## src/rtl/alu_mdu.sv

```systemverilog
// alu_mdu: execute-stage combinational ALU plus multi-cycle multiply/divide unit with HI/LO
module alu_mdu #(
  parameter int WIDTH      = 32,
  parameter int MUL_CYCLES = 5
) (
  input  logic                     clk,
  input  logic                     rst_n,
  input  logic [WIDTH-1:0]         a,
  input  logic [WIDTH-1:0]         b,
  input  logic [$clog2(WIDTH)-1:0] shamt,
  input  logic [3:0]               opt,
  output logic [WIDTH-1:0]         res,
  output logic                     overf,
  input  logic [2:0]               md_op,
  input  logic                     md_start,
  output logic                     busy,
  output logic [WIDTH-1:0]         hi,
  output logic [WIDTH-1:0]         lo
);
  localparam int SW   = $clog2(WIDTH);
  localparam int LUI  = (WIDTH >= 32) ? 16 : WIDTH / 2;
  localparam int CMAX = (WIDTH > MUL_CYCLES) ? WIDTH : MUL_CYCLES;
  localparam int CW   = $clog2(CMAX);

  typedef enum logic [1:0] {S_IDLE, S_MUL, S_DIV} state_t;

  state_t                 r_state, w_next;
  logic [CW-1:0]          r_cnt;
  logic [2*WIDTH-1:0]     r_ma, r_mb, w_prod;
  logic [WIDTH-1:0]       r_quo, r_rem, r_dvs, w_qn, w_rn, w_abs_a, w_abs_b;
  logic                   r_nq, r_nr, r_dz;
  logic [WIDTH:0]         w_sum, w_dif, w_sh, w_trial;
  logic                   w_acc, w_last, w_sa, w_sb, w_sgn_m;

  assign w_sum   = {a[WIDTH-1], a} + {b[WIDTH-1], b};
  assign w_dif   = {a[WIDTH-1], a} - {b[WIDTH-1], b};
  assign busy    = r_state != S_IDLE;
  assign w_acc   = md_start && !busy && md_op != 3'd0 && md_op != 3'd7;
  assign w_last  = r_cnt == '0;
  assign w_sa    = md_op == 3'd3 && a[WIDTH-1];
  assign w_sb    = md_op == 3'd3 && b[WIDTH-1];
  assign w_abs_a = w_sa ? -a : a;
  assign w_abs_b = w_sb ? -b : b;
  assign w_sgn_m = md_op == 3'd1;
  assign w_prod  = r_ma * r_mb;
  assign w_sh    = {r_rem, r_quo[WIDTH-1]};
  assign w_trial = w_sh - {1'b0, r_dvs};
  assign w_qn    = {r_quo[WIDTH-2:0], ~w_trial[WIDTH]};
  assign w_rn    = w_trial[WIDTH] ? w_sh[WIDTH-1:0] : w_trial[WIDTH-1:0];

  // ALU result and signed-overflow flag
  always_comb begin
    res   = '0;
    overf = 1'b0;
    case (opt)
      4'd0:  begin res = w_sum[WIDTH-1:0]; overf = w_sum[WIDTH] ^ w_sum[WIDTH-1]; end
      4'd1:  begin res = w_dif[WIDTH-1:0]; overf = w_dif[WIDTH] ^ w_dif[WIDTH-1]; end
      4'd2:  res = a & b;
      4'd3:  res = a | b;
      4'd4:  res = a ^ b;
      4'd5:  res = ~(a | b);
      4'd6:  res = b << LUI;
      4'd7:  res = {{(WIDTH-1){1'b0}}, $signed(a) < $signed(b)};
      4'd8:  res = {{(WIDTH-1){1'b0}}, a < b};
      4'd9:  res = b << shamt;
      4'd10: res = b >> shamt;
      4'd11: res = $signed(b) >>> shamt;
      4'd12: res = b << a[SW-1:0];
      4'd13: res = b >> a[SW-1:0];
      4'd14: res = $signed(b) >>> a[SW-1:0];
      default: res = '1;
    endcase
  end

  // MDU state register
  always_ff @(posedge clk or negedge rst_n) begin
    if (!rst_n) r_state <= S_IDLE;
    else        r_state <= w_next;
  end

  // MDU next state: idle until a mult/div is accepted, back to idle on the last busy cycle
  always_comb begin
    w_next = r_state;
    case (r_state)
      S_IDLE:  w_next = !w_acc ? S_IDLE :
                        (md_op == 3'd1 || md_op == 3'd2) ? S_MUL :
                        (md_op == 3'd3 || md_op == 3'd4) ? S_DIV : S_IDLE;
      default: w_next = w_last ? S_IDLE : r_state;
    endcase
  end

  // MDU datapath: operand capture, restoring divide iteration, atomic HI/LO commit
  always_ff @(posedge clk or negedge rst_n) begin
    if (!rst_n) begin
      r_cnt <= '0;
      r_ma  <= '0;
      r_mb  <= '0;
      r_quo <= '0;
      r_rem <= '0;
      r_dvs <= '0;
      r_nq  <= 1'b0;
      r_nr  <= 1'b0;
      r_dz  <= 1'b0;
      hi    <= '0;
      lo    <= '0;
    end else if (w_acc) begin
      if (md_op == 3'd5) hi <= a;
      else if (md_op == 3'd6) lo <= a;
      else if (md_op == 3'd1 || md_op == 3'd2) begin
        r_ma  <= {{WIDTH{w_sgn_m & a[WIDTH-1]}}, a};
        r_mb  <= {{WIDTH{w_sgn_m & b[WIDTH-1]}}, b};
        r_cnt <= CW'(MUL_CYCLES - 1);
      end else begin
        r_quo <= w_abs_a;
        r_dvs <= w_abs_b;
        r_rem <= '0;
        r_nq  <= w_sa ^ w_sb;
        r_nr  <= w_sa;
        r_dz  <= b == '0;
        r_cnt <= CW'(WIDTH - 1);
      end
    end else if (busy) begin
      r_cnt <= r_cnt - 1'b1;
      if (r_state == S_DIV) begin
        r_quo <= w_qn;
        r_rem <= w_rn;
      end
      if (w_last && r_state == S_MUL) {hi, lo} <= w_prod;
      else if (w_last && !r_dz) begin
        lo <= r_nq ? -w_qn : w_qn;
        hi <= r_nr ? -w_rn : w_rn;
      end
    end
  end
endmodule

```

## config.mk

```make
export PLATFORM = sky130hd
export DESIGN_NAME = alu_mdu
export DESIGN_NICKNAME = d
export VERILOG_FILES = /design/src/rtl/alu_mdu.sv
export SDC_FILE = /design/constraint.sdc
export NUM_CORES = 2
export LEC_CHECK = 0
export CORE_MARGIN = 4
export CORE_UTILIZATION = 44
export DETAILED_ROUTE_END_ITERATION = 16
export MAX_ROUTING_LAYER = met4
export PLACE_DENSITY = 0.63
export SYNTH_ARGS = -nofsm -noshare
export SYNTH_HDL_FRONTEND = slang
export SYNTH_SLANG_ARGS = --single-unit
```

## constraint.sdc

```tcl
create_clock -name clk -period 9 [get_ports clk]
set_input_delay 1.8 -clock clk [delete_from_list [all_inputs] [get_ports clk]]
set_output_delay 1.8 -clock clk [all_outputs]
set_load 0.03 [all_outputs]
```

==> out/metrics.yaml <==
drt:
  ant_nets: 0
  first_iter_violations: 4920
  drc_errors: 0
  wl_per_cell_um: 24.9
  routed_wl_um: 235000
  vias: 55100
  dr.pass1.iters: 6
  vias_per_cell: 5.84
min_path:
  hold_end: "lo[21]"
  hold_start: "lo[21]"
  hold_depth: 2
  hp-class: "register to register"
die:
  die_area_um2: 150000
  rows: 139
  dieHeight_um: 388
  dieWidth_um: 388
  ios: 177
  core_area_um2: 143000
  start_util: 0.442
clocking:
  cts.sinks: 236
  cts_tree: "done"
  root_buffer: "clkbuf_16"
  clk_latency_ps: 610
  htree_levels: 1
  clk_pin_slew_ps: 60
  cts_buffers: 30
  clockBufferDepth: 3
placed_design:
  placed_area_um2: 68400
  portBuffers: 176
  hpwl_um: 192000
  gp_routability_congestion: 1.05
yosys:
  synth_fa_ha_area_frac: 0.424
  synthFlopType: "dfrtp_1"
  synth.area.mux_share: 0.0549
  ys_top_cells_by_area: "fa_1 36%, dfrtp_1 9.3%, inv_1 7.4%, ha_1 6.8%, nand2_1 5.6%"
  yosysMostFrequentCell: "inv_1"
  syn_area_per_cell_um2: 8.50
  syn_nets: 9017
  synthCells: 7465
  syn_area_um2: 63400
  ys_seq_elements: 236
  synth-seq-area-share: 0.0931
  yosys.area_share.simple: 0.170
  synth_top_cell_area_share: 0.356
  async_flop_share: 1.00
  synth_edf_count: 0
  synth_warnings: 0
  synth_largest_area_cell: "fa_1"
  synthDistinctLibCells: 91
  synth_xor_xnor_area_share: 0.0286
  synth_top_family_by_area: "adder cells"
  synth.top_cells.by_count: "1258 x inv_1, 1128 x fa_1, 947 x nand2_1"
  synth_compound_area_frac: 0.127
timing:
  finalCritPeriodShare: 0.969
  min_period_ps: 8720
  slew_viol_final: 0
  max-slew-margin-rel: 0.214
  tightestPinTransition_ps: 1170
  clock_skew_ps: 25.6
  setup_viol: 0
  rsz0062_at_grt: "false"
  finalHoldViolCount: 0
  fmax_mhz: 115
  fin_setup_tns_ps: 0
critical_path:
  crit_path_cell_trace: "clkdlybuf4s50_1 -> inv_1 -> ha_1 -> o221ai_1 -> or4_1 -> a21oi_1 -> nor3_1 -> a21oi_1 -> nor2_1 -> o41a_1 -> a221oi_1 -> buf_4 -> a221oi_1 -> o211ai_1 -> clkdlybuf4s50_1"
  max_stage_delay_ps: 780
  worst_r2r_path_depth: 28
  slowest_stage: "clkdlybuf4s50_1"
  crit_buf_inv: 4
  cp.arrival_ps: 6920
  r2r_end: "hi[30]"
  start_kind: "primary input"
  critPathTopFamily: "compound AO/OA/AOI/OAI gates"
  worst-path-max-fanout: 9
  rrSetupSlack_ps: 320
  path_class: "primary input to primary output"
  r2r_start: "r_ma[12]"
  cp.required_ps: 7200
  endpoint_kind: "primary output"
final_layout:
  fin_nets: 9064
  area_growth_pct: 9.60
  design_area_um2: 69500
  drive_above_1_share: 0.0737
global_routing:
  grt_max_degree: 69
  grt_pass1_vias: 56400
  grt_usage: 0.320
  grt_overflow: 0
  grt_pass1_wl_um: 358000
  antenna_found_initial: 13
job:
  cap_violations: 0
run_status:
  status: "complete, no violations"
stage by stage:
| stage | utilization | setup WS, ps | instances | hold WS [ps] |
|---|---|---|---|---|
| after floorplan | - | 1110 | 7465 | 450 |
| after detailed placement | 0.477 | 263 | 9378 | 470 |
| after CTS | 0.484 | 228 | 9430 | 483 |
| after global routing | 0.485 | 3.39 | 9441 | 503 |
| final | 0.485 | 281 | 9448 | 481 |
| after global placement | 0.477 | 393 | 9378 | 462 |
layer usage:
metal  track usage  routed length (um)  up-vias  part of all wire
met1         0.414               94900    28100              0.40
li1              -                   -    23900                 -
met2         0.506              109000     2577              0.46
met4         0.131               12400        0             0.053
met5             -                   0        -                 0
met3        0.0472               18700      565             0.079
what timing repair did:
item | CTS | global route
buffers inserted | 0 | 5
hold buffers | 0 | 0
setup endpoints to repair | 0 | 8
resized for setup | 0 | 7
final cells by class:
type	count	area, um2
clock inverters	15	228
well taps	1903	2380
multi-input cells	5495	51200
repair buffers	487	4220
clock buffers	37	817
diodes	13	32.5
fillers	13800	73900
flip-flops and latches	236	5910
inverters	1262	4740
cells by family (layout without fill, tap and decap cells):
group | Yosys count | after routing
buf+inv | 1734 | 1801
simple gates | 2254 | 2254
fa+ha+maj | 1473 | 1473
xor+xnor | 207 | 207
other cells | 0 | 13
compound gates | 1272 | 1272
flops | 236 | 236
mux | 289 | 289
state kept, by name, indices dropped and copies added, names as in the netlist:
register  count
r_ma         33
r_mb         33
hi           32
lo           32
r_dvs        32
r_quo        32
r_rem        32
r_cnt         5
r_state       2
r_dz          1
r_nq          1
r_nr          1
worst register-to-register path, delay by kind of cell (launching register included):
kind	cells	cell delay, ps
compound gates	10	2190
simple gates	2	370
flops	1	690
fa+ha+maj	9	4350
buf+inv	6	830
xor+xnor	1	160
worst max path at each step:
stage | slack (ps) | startpoint | to | cells after the start
detailed placement | 260 | r_mb[2] | hi[30] | 30
global placement | 390 | a[18] | res[31] | 15
finish | 280 | a[18] | res[31] | 15
global route | 3 | r_ma[26] | hi[30] | 27
CTS | 230 | r_ma[23] | hi[30] | 26
floorplan | 1110 | r_ma[32] | hi[30] | 31
cells in the final DEF, fill, tap and decap left out, types with 22 or more instances in the layout:
cell type / Yosys / routed
nand2b_1: 44 / 43
nand4_1: 28 / 28
mux4_2: 39 / 39
xnor2_1: 145 / 145
nand2_1: 947 / 947
and2_1: 549 / 547
a21o_1: 71 / 70
o211ai_1: 22 / 22
o21bai_1: 29 / 29
o21a_1: 26 / 26
inv_1: 1258 / 1257
mux2i_1: 170 / 165
o21ai_0: 347 / 346
buf_4: 0 / 306
or4_1: 22 / 22
o22ai_1: 33 / 33
clkbuf_16: 0 / 30
ha_1: 345 / 345
a31oi_1: 45 / 44
o31ai_1: 43 / 43
a221oi_1: 48 / 48
a21oi_1: 345 / 342
nor3_1: 72 / 69
nor2_1: 330 / 329
a211oi_1: 54 / 53
clkdlybuf4s50_1: 0 / 169
and3_1: 28 / 28
nand3_1: 121 / 121
mux2_2: 80 / 80
nor2b_1: 24 / 24
fa_1: 1128 / 1126
dfrtp_1: 236 / 234
xor2_1: 62 / 62
or3_1: 23 / 23
Power is not shown: default switching activity piles up to over one toggle a cycle in this logic, so the estimate is an artifact.
